File: src/rtl/rr_daisy_arbiter.sv
// rr_daisy_arbiter
//   Registered N-requester arbiter sitting between N bus masters and one
//   shared resource. Fixed-priority (index 0 highest) or round-robin
//   selection; an owner keeps the grant while it keeps requesting, but is
//   forced off after MAX_HOLD consecutive cycles if anyone else is waiting.
//
// Ports
//   clk        rising-edge clock
//   reset      synchronous, active-high
//   req[0:N-1] request vector, req[0] = highest fixed priority
//   mode       0 = fixed priority, 1 = round-robin
//   gnt[0:N-1] registered one-hot grant, zero when idle
//   gnt_valid  |gnt
//   gnt_id     index of current owner, 0 when idle
module rr_daisy_arbiter #(
  parameter int N        = 8,
  parameter int MAX_HOLD = 4,
  parameter int ID_W     = $clog2(N)
) (
  input  logic            clk,
  input  logic            reset,
  input  logic [0:N-1]    req,
  input  logic            mode,
  output logic [0:N-1]    gnt,
  output logic            gnt_valid,
  output logic [ID_W-1:0] gnt_id
);

  localparam int HW = (MAX_HOLD > 0) ? $clog2(MAX_HOLD + 1) : 1;
  localparam logic [HW-1:0] HOLD_MAX = HW'(MAX_HOLD);

  typedef enum logic {S_IDLE, S_GRANT} state_t;

  state_t          state_q, state_d;
  logic [ID_W-1:0] owner_q, owner_d;
  logic [ID_W-1:0] ptr_q,   ptr_d;
  logic [HW-1:0]   hold_q,  hold_d;

  logic [0:N-1]    others;
  logic [ID_W:0]   sel_req, sel_oth;
  logic            do_grant;
  logic [ID_W-1:0] win;

  // Returns {found, index}. The scan runs backwards through the priority
  // order so the last hit written is the first in order.
  function automatic logic [ID_W:0] pick(input logic [0:N-1]    v,
                                         input logic            rr,
                                         input logic [ID_W-1:0] p);
    logic [ID_W:0] r;
    int            j;
    r = '0;
    for (int i = N - 1; i >= 0; i--) begin
      j = rr ? (int'(p) + i) % N : i;
      if (v[j[ID_W-1:0]]) r = {1'b1, j[ID_W-1:0]};
    end
    return r;
  endfunction

  // State register
  always_ff @(posedge clk) begin
    if (reset) begin
      state_q <= S_IDLE;
      owner_q <= '0;
      ptr_q   <= '0;
      hold_q  <= '0;
    end else begin
      state_q <= state_d;
      owner_q <= owner_d;
      ptr_q   <= ptr_d;
      hold_q  <= hold_d;
    end
  end

  // Next-state logic
  always_comb begin
    state_d  = state_q;
    owner_d  = owner_q;
    ptr_d    = ptr_q;
    hold_d   = hold_q;
    do_grant = 1'b0;
    win      = '0;

    // Everyone except the current owner; only meaningful in S_GRANT.
    others          = req;
    others[owner_q] = 1'b0;
    sel_req = pick(req,    mode, ptr_q);
    sel_oth = pick(others, mode, ptr_q);

    case (state_q)
      S_IDLE: begin
        if (sel_req[ID_W]) begin
          do_grant = 1'b1;
          win      = sel_req[ID_W-1:0];
        end
      end
      S_GRANT: begin
        if (!req[owner_q]) begin
          // Release: hand straight to the next requester, no idle bubble.
          if (sel_req[ID_W]) begin
            do_grant = 1'b1;
            win      = sel_req[ID_W-1:0];
          end else begin
            state_d = S_IDLE;
            hold_d  = '0;
          end
        end else if (MAX_HOLD == 0 || hold_q < HOLD_MAX) begin
          if (MAX_HOLD != 0) hold_d = hold_q + 1'b1;
        end else if (sel_oth[ID_W]) begin
          // Hold limit reached with others waiting: forced handover.
          do_grant = 1'b1;
          win      = sel_oth[ID_W-1:0];
        end
        // else: sole requester keeps the grant, hold stays saturated.
      end
      default: state_d = S_IDLE;
    endcase

    if (do_grant) begin
      state_d = S_GRANT;
      owner_d = win;
      hold_d  = HW'(1);
      ptr_d   = ID_W'((int'(win) + 1) % N);
    end
  end

  // Outputs decode from registered state only, so req never reaches them
  // combinationally.
  always_comb begin
    gnt       = '0;
    gnt_valid = 1'b0;
    gnt_id    = '0;
    if (state_q == S_GRANT) begin
      gnt[owner_q] = 1'b1;
      gnt_valid    = 1'b1;
      gnt_id       = owner_q;
    end
  end

endmodule

File: config.mk
export PLATFORM = sky130hd
export DESIGN_NAME = rr_daisy_arbiter
export DESIGN_NICKNAME = d
export VERILOG_FILES = /design/src/rtl/rr_daisy_arbiter.sv
export SDC_FILE = /design/constraint.sdc
export NUM_CORES = 1
export LEC_CHECK = 0
export BUFFER_PORTS_ARGS = -buffer_cell sky130_fd_sc_hd__buf_4
export CORE_UTILIZATION = 50
export CTS_CLUSTER_SIZE = 14
export DETAILED_ROUTE_END_ITERATION = 10
export GPL_TIMING_DRIVEN = 1
export PLACE_DENSITY = 0.66
export SYNTH_ARGS = -nofsm -noshare
export SYNTH_HDL_FRONTEND = slang
export SYNTH_SLANG_ARGS = --single-unit
export TNS_END_PERCENT = 50
File: constraint.sdc
create_clock -name clk -period 5 [get_ports clk]
set_input_delay 0.5 -clock clk [delete_from_list [all_inputs] [get_ports clk]]
set_output_delay 0.5 -clock clk [all_outputs]
set_load 0.005 [all_outputs]
* Yosys cells after proc, flatten, opt, wreduce, memory -nomap -nowiden
Index checks and enable logic that the tools add are counted.
** Word-level totals
- Bits in read-only memories :: 0
- Memory bits (writable) :: 0
- Memories :: 0
- Flip-flop bits (word level) :: 10
- Output and inout port bits :: 12
- Latch bits :: 0
** Operators by class
- Div/mod/pow operators :: 0
- Equal/unequal tests :: 4
- Shift-type cells :: 0
- Magnitude comparators :: 11
- Reductions and logical operators :: 5
- Multipliers :: 0
- Bitwise operators :: 12
- $add $sub $neg :: 9
- Multiplexer cells :: 98
** Operators with widths (number)
- two-way mux 4 bit :: 16
- binary-select mux 1 bit (select 3 bit) :: 17
- two-way mux 3 bit :: 16
- two-way mux 1 bit :: 45
- greater-or-equal comparator 4 bit (second input constant) :: 9
- inverter 3 -> 4 bit :: 9
- adder 3 bit (second input constant) :: 4
- adder 3 x 1 -> 3 bit (second input constant) :: 3
- bitwise AND 8 bit :: 1
- two-way mux 8 bit :: 1
- inverter 8 bit :: 1
- adder 3 x 2 -> 3 bit (second input constant) :: 2
- case mux 3 bit (2 select lines) :: 1
- AND reduction 3 bit :: 2
- less-than comparator 4 x 1 -> 1 bit (second input constant) :: 1
- != test 2 x 1 -> 1 bit (second input constant) :: 2
- demux 1 bit (select 3 bit) :: 1
- less-than comparator 3 bit (second input constant) :: 1
- != test 3 x 1 -> 1 bit (second input constant) :: 1
- != test 3 x 2 -> 1 bit (second input constant) :: 1
- case mux 1 bit (2 select lines) :: 1
- nonzero test 2 bit :: 1
- OR reduction 2 bit :: 1
- logical AND 1 bit :: 1
- inverter 1 bit :: 1

* Logic depth before layout (Yosys ltp)
- Word-level depth :: 24
- Gate-level depth with buffers :: 18

* Worst setup path after synthesis
No wires, ideal clock.
- Path kind :: register to register
- From :: register ptr_q[0]
- To :: register ptr_q[2]
- Arrival :: 3.456 ns
- Path slack :: 1.429 ns
- Clock period less this slack :: 3.571 ns
- Data required time :: 4.885 ns
- Stages on the path, launching flop included :: 18
- Cell sequence :: dfxtp_1 -> buf_4 -> buf_4 -> inv_1 -> ha_1 -> nand2_1 -> mux4_2 -> o311a_1 -> a21oi_1 -> nand2_1 -> o21ai_1 -> mux2i_1 -> o21a_1 -> inv_1 -> ha_1 -> and3b_1 -> a221o_1 -> o21ba_1
** On the way
- Longest elaborated chain between the ends :: 19
** RTL lines
- from (decl) :: line 36 : logic [ID_W-1:0] ptr_q, ptr_d;
- from (signal assigned) :: line 69 : ptr_q <= ptr_d;
- adder 3 bit :: line 53 : j = rr ? (int'(p) + i) % N : i;
- two-way mux 3 bit :: line 53
- inverter 3 -> 4 bit (implied by the code) :: line 54 : if (v[j[ID_W-1:0]]) r = {1'b1, j[ID_W-1:0]};
- binary-select mux 1 bit (select 3 bit) :: line 54
- two-way mux 1 bit (implied by the code) (2 in series) :: line 54
- two-way mux 4 bit (8 in series) :: line 54
- two-way mux 3 bit :: line 108 : end else if (sel_oth[ID_W]) begin
- two-way mux 3 bit :: line 106 : end else if (MAX_HOLD == 0 || hold_q < HOLD_MAX) begin
- two-way mux 3 bit :: line 97 : if (!req[owner_q]) begin
- case mux 3 bit (2 select lines) (*) :: line 89 : case (state_q)
- net win[0] :: line 42 : logic [ID_W-1:0] win;
- adder 3 x 1 -> 3 bit (*) :: line 122 : ptr_d = ID_W'((int'(win) + 1) % N);
Mark *: on every way through the listed nets, which the timed path passes. The rest lies on a longest branch. The select of a mux whose other input is x is not followed.
A chain may end at the register's enable or synchronous reset.

* Worst setup path after layout
- From :: register ptr_q[1]
- To :: register ptr_q[2]
Same word-level chain as after synthesis.

==> results.md <==
- Share of layout cells above drive strength 1: 18.2%
- Total GRT Usage: 31.9%
- Flop2flop setup slack: 0.93 ns
- Syn-to-layout area delta: 5.56%
- Worst-path clk slew: 0.05 ns
- Placer Congestion: 1.06
- Worst Skew: 0.00152 ns
- Critical Path AT: 4.19 ns
- Clock Path Buffers: 2
- CTS Buf Count: 3
- CP max FO: 13
- Yosys top cell area share: 15.3%
- First-pass GRT wire length: 13.1 mm
- Post-CTS sizing: 0
- Max VDD drop: 235 µV
- DR iter-0 viols: 347
- Post-Syn Area: 2500 µm²
- Die Y: 72.7 µm
- DIE WIDTH: 72.7 µm
- Total power: 1.40 mW
- HPWL Detailed: 6.04 mm
- Post-synth ARST share: 0%
- Pleak: 1.02 nW
- Largest cells by area after synthesis: mux4_2 15%, dfxtp_1 8.0%, nand2_1 7.2%, a21oi_1 4.2%, nor2_1 4.1%
- Netlist cell types: 74
- Diodes inserted: 0
- Final Cycle Share: 81.3%
- Top cell type by total area after synthesis: mux4_2
- DR vias/cell: 7.00
- Required @ worst endpoint: 5.13 ns
- I/O Buffers: 22
- Floorplan row count: 25
- Wirelength per Cell: 19.9 µm
- Root Buffer Master: clkbuf_8
- Avg Inst Size Synth: 7.44 µm²
- Number of global-route vias before repair: 2,521
- Number of remaining DRC errors: 0
- DRT Wirelength: 8.01 mm
- Critical Path Source Type: flop
- Hold buffers post-CTS: 0
- Worst-margin pin slew: 0.717 ns
- Clk Latency, worst-skew pair: 0.23 ns
- Slew headroom: 52.2%
- Std-Cell Core Area: 4750 µm²
- Overflow after GRT: 0
- CTS sink count: 10
- HP Class: input pin to flop
- Initial antenna violation count: 0
- Initial core utilization: 52.6%
- Tmin final: 4.07 ns
- Vias post-DR: 2,812
- Drt first pass iters: 5
- Critical path class: flop to flop
- I/O Pins: 23
- Mapped Cells: 336
- EDFF count, synth: 0
- Net count, final: 351
- YS warnings: 0
- Die ar.: 5280 µm²
- Max-capacitance violation count: 0
- H-Tree Depth: 1
- FMAX: 246 MHz
- RSZ-0062 raised after global routing: no
- Largest net degree at the start of global routing: 36
- Final ANT Viol Nets: 0
- Crit path capture type: flop
- Status: completed
- Setup_tns: 0 ns
- PD cells: 532 nW/µm²
- CTS tree: done
- Post-CTS Setup Repair Bufs: 0
- Top_reg_cell synth: dfxtp_1
- Final hold vios: 0
- Final Max Slew Viols: 0
- Mapped Nets: 351
- Count of final setup violators: 0
- Seq/Total Area, Yosys: 8.01%
- Post-synthesis register bit count: 10
-- metal layers --
| metal | share of wire (%) | vias up | GRT usage (%) |
|---|---|---|---|
| li1 | - | 1289 | - |
| met1 | 42 | 1275 | 44.3 |
| met2 | 44 | 220 | 49.4 |
| met3 | 11 | 28 | 6.35 |
| met4 | 3.3 | 0 | 10.9 |
| met5 | 0 | - | 0 |
-- state kept, by name (all words and copies together) (netlist names) --
signal,flops
hold_q,3
state_q,1
ptr_q,3
owner_q,3
-- report_power, final --
part / leakage [nW] / total (mW) / internal, mW / switching [mW]
clock: 0.0288 / 0.101 / 0.0692 / 0.0315
combinational: 0.907 / 1.14 / 0.461 / 0.682
sequential: 0.0824 / 0.159 / 0.101 / 0.0577
total: 1.02 / 1.40 / 0.631 / 0.771
-- layout make-up --
type | instances | area, µm²
clock buffers | 4 | 55.1
fillers | 466 | 2120
inverters | 7 | 26.3
flip-flops and latches | 10 | 200
well taps | 67 | 83.8
multi-input cells | 290 | 2090
repair buffers | 24 | 180
-- cells by family after synthesis --
family          share of synthesized area (%)
buf+inv                                  8.26
xor+xnor                                 2.00
fa+ha+maj                                2.00
simple gates                             28.4
compound gates                           33.1
flops                                    8.01
mux                                      18.2
-- layout by cell type, fill, tap and decap left out, types with 10 or more instances in the layout --
cell / netlist / routed
buf_4: 3 / 24
nor2_1: 27 / 27
nor3_1: 14 / 14
and2_1: 12 / 12
o21ai_0: 12 / 12
a21oi_1: 21 / 21
o211ai_1: 10 / 10
dfxtp_1: 10 / 10
nand2_1: 48 / 48
nand3_1: 11 / 11
mux4_2: 17 / 17
-- synth_stat cells (all sizes together), types with 2 or more instances --
master / n
a211o: 2
a211oi: 8
a21bo: 3
a21boi: 6
a21o: 4
a21oi: 22
a22oi: 3
a31oi: 7
a32oi: 2
and2: 16
and3: 7
and3b: 2
buf: 17
clkbuf: 12
dfxtp: 10
ha: 4
inv: 7
mux2: 2
mux2i: 5
mux4: 17
nand2: 49
nand2b: 4
nand3: 11
nand3b: 2
nand4: 2
nor2: 27
nor3: 14
o2111ai: 2
o211ai: 10
o21a: 2
o21ai: 15
o311a: 2
o311ai: 2
o31ai: 5
o32ai: 6
or2: 4
xnor2: 2
xor2: 2
-- stage by stage --
step / setup WS (ns) / utilization, % / instance area, µm² / std cells / hold WS (ns)
after global routing: 0.761 / 55.5 / 2640 / 402 / 0.518
after detailed placement: 1.06 / 54.3 / 2580 / 398 / 0.597
after CTS: 1.05 / 55.5 / 2640 / 402 / 0.505
final: 0.934 / 55.5 / 2640 / 402 / 0.513
after floorplan: 1.43 / - / 2500 / 336 / 0.551
after global placement: 1.16 / 54.3 / 2580 / 398 / 0.586
-- path summary, 6_finish.rpt --
path	endpoint	startpoint	depth (start not counted)
setup / recovery	ptr_q[2]	ptr_q[1]	15
hold / removal	owner_q[2]	reset	2
setup reg to reg	ptr_q[2]	ptr_q[1]	15
hold reg to reg	hold_q[1]	hold_q[1]	2
-- critical path, stage by stage (launching register included) --
cell	delay [ns]
dfxtp_1	0.51
inv_1	0.08
ha_1	0.33
nand2_1	0.42
mux4_2	0.63
o311a_1	0.17
a21oi_1	0.27
nand2_1	0.10
o21ai_1	0.21
mux2i_1	0.22
o21a_1	0.17
inv_1	0.05
ha_1	0.20
and3b_1	0.18
a221o_1	0.25
o21ba_1	0.16
Power figures use the tool's default switching activity.
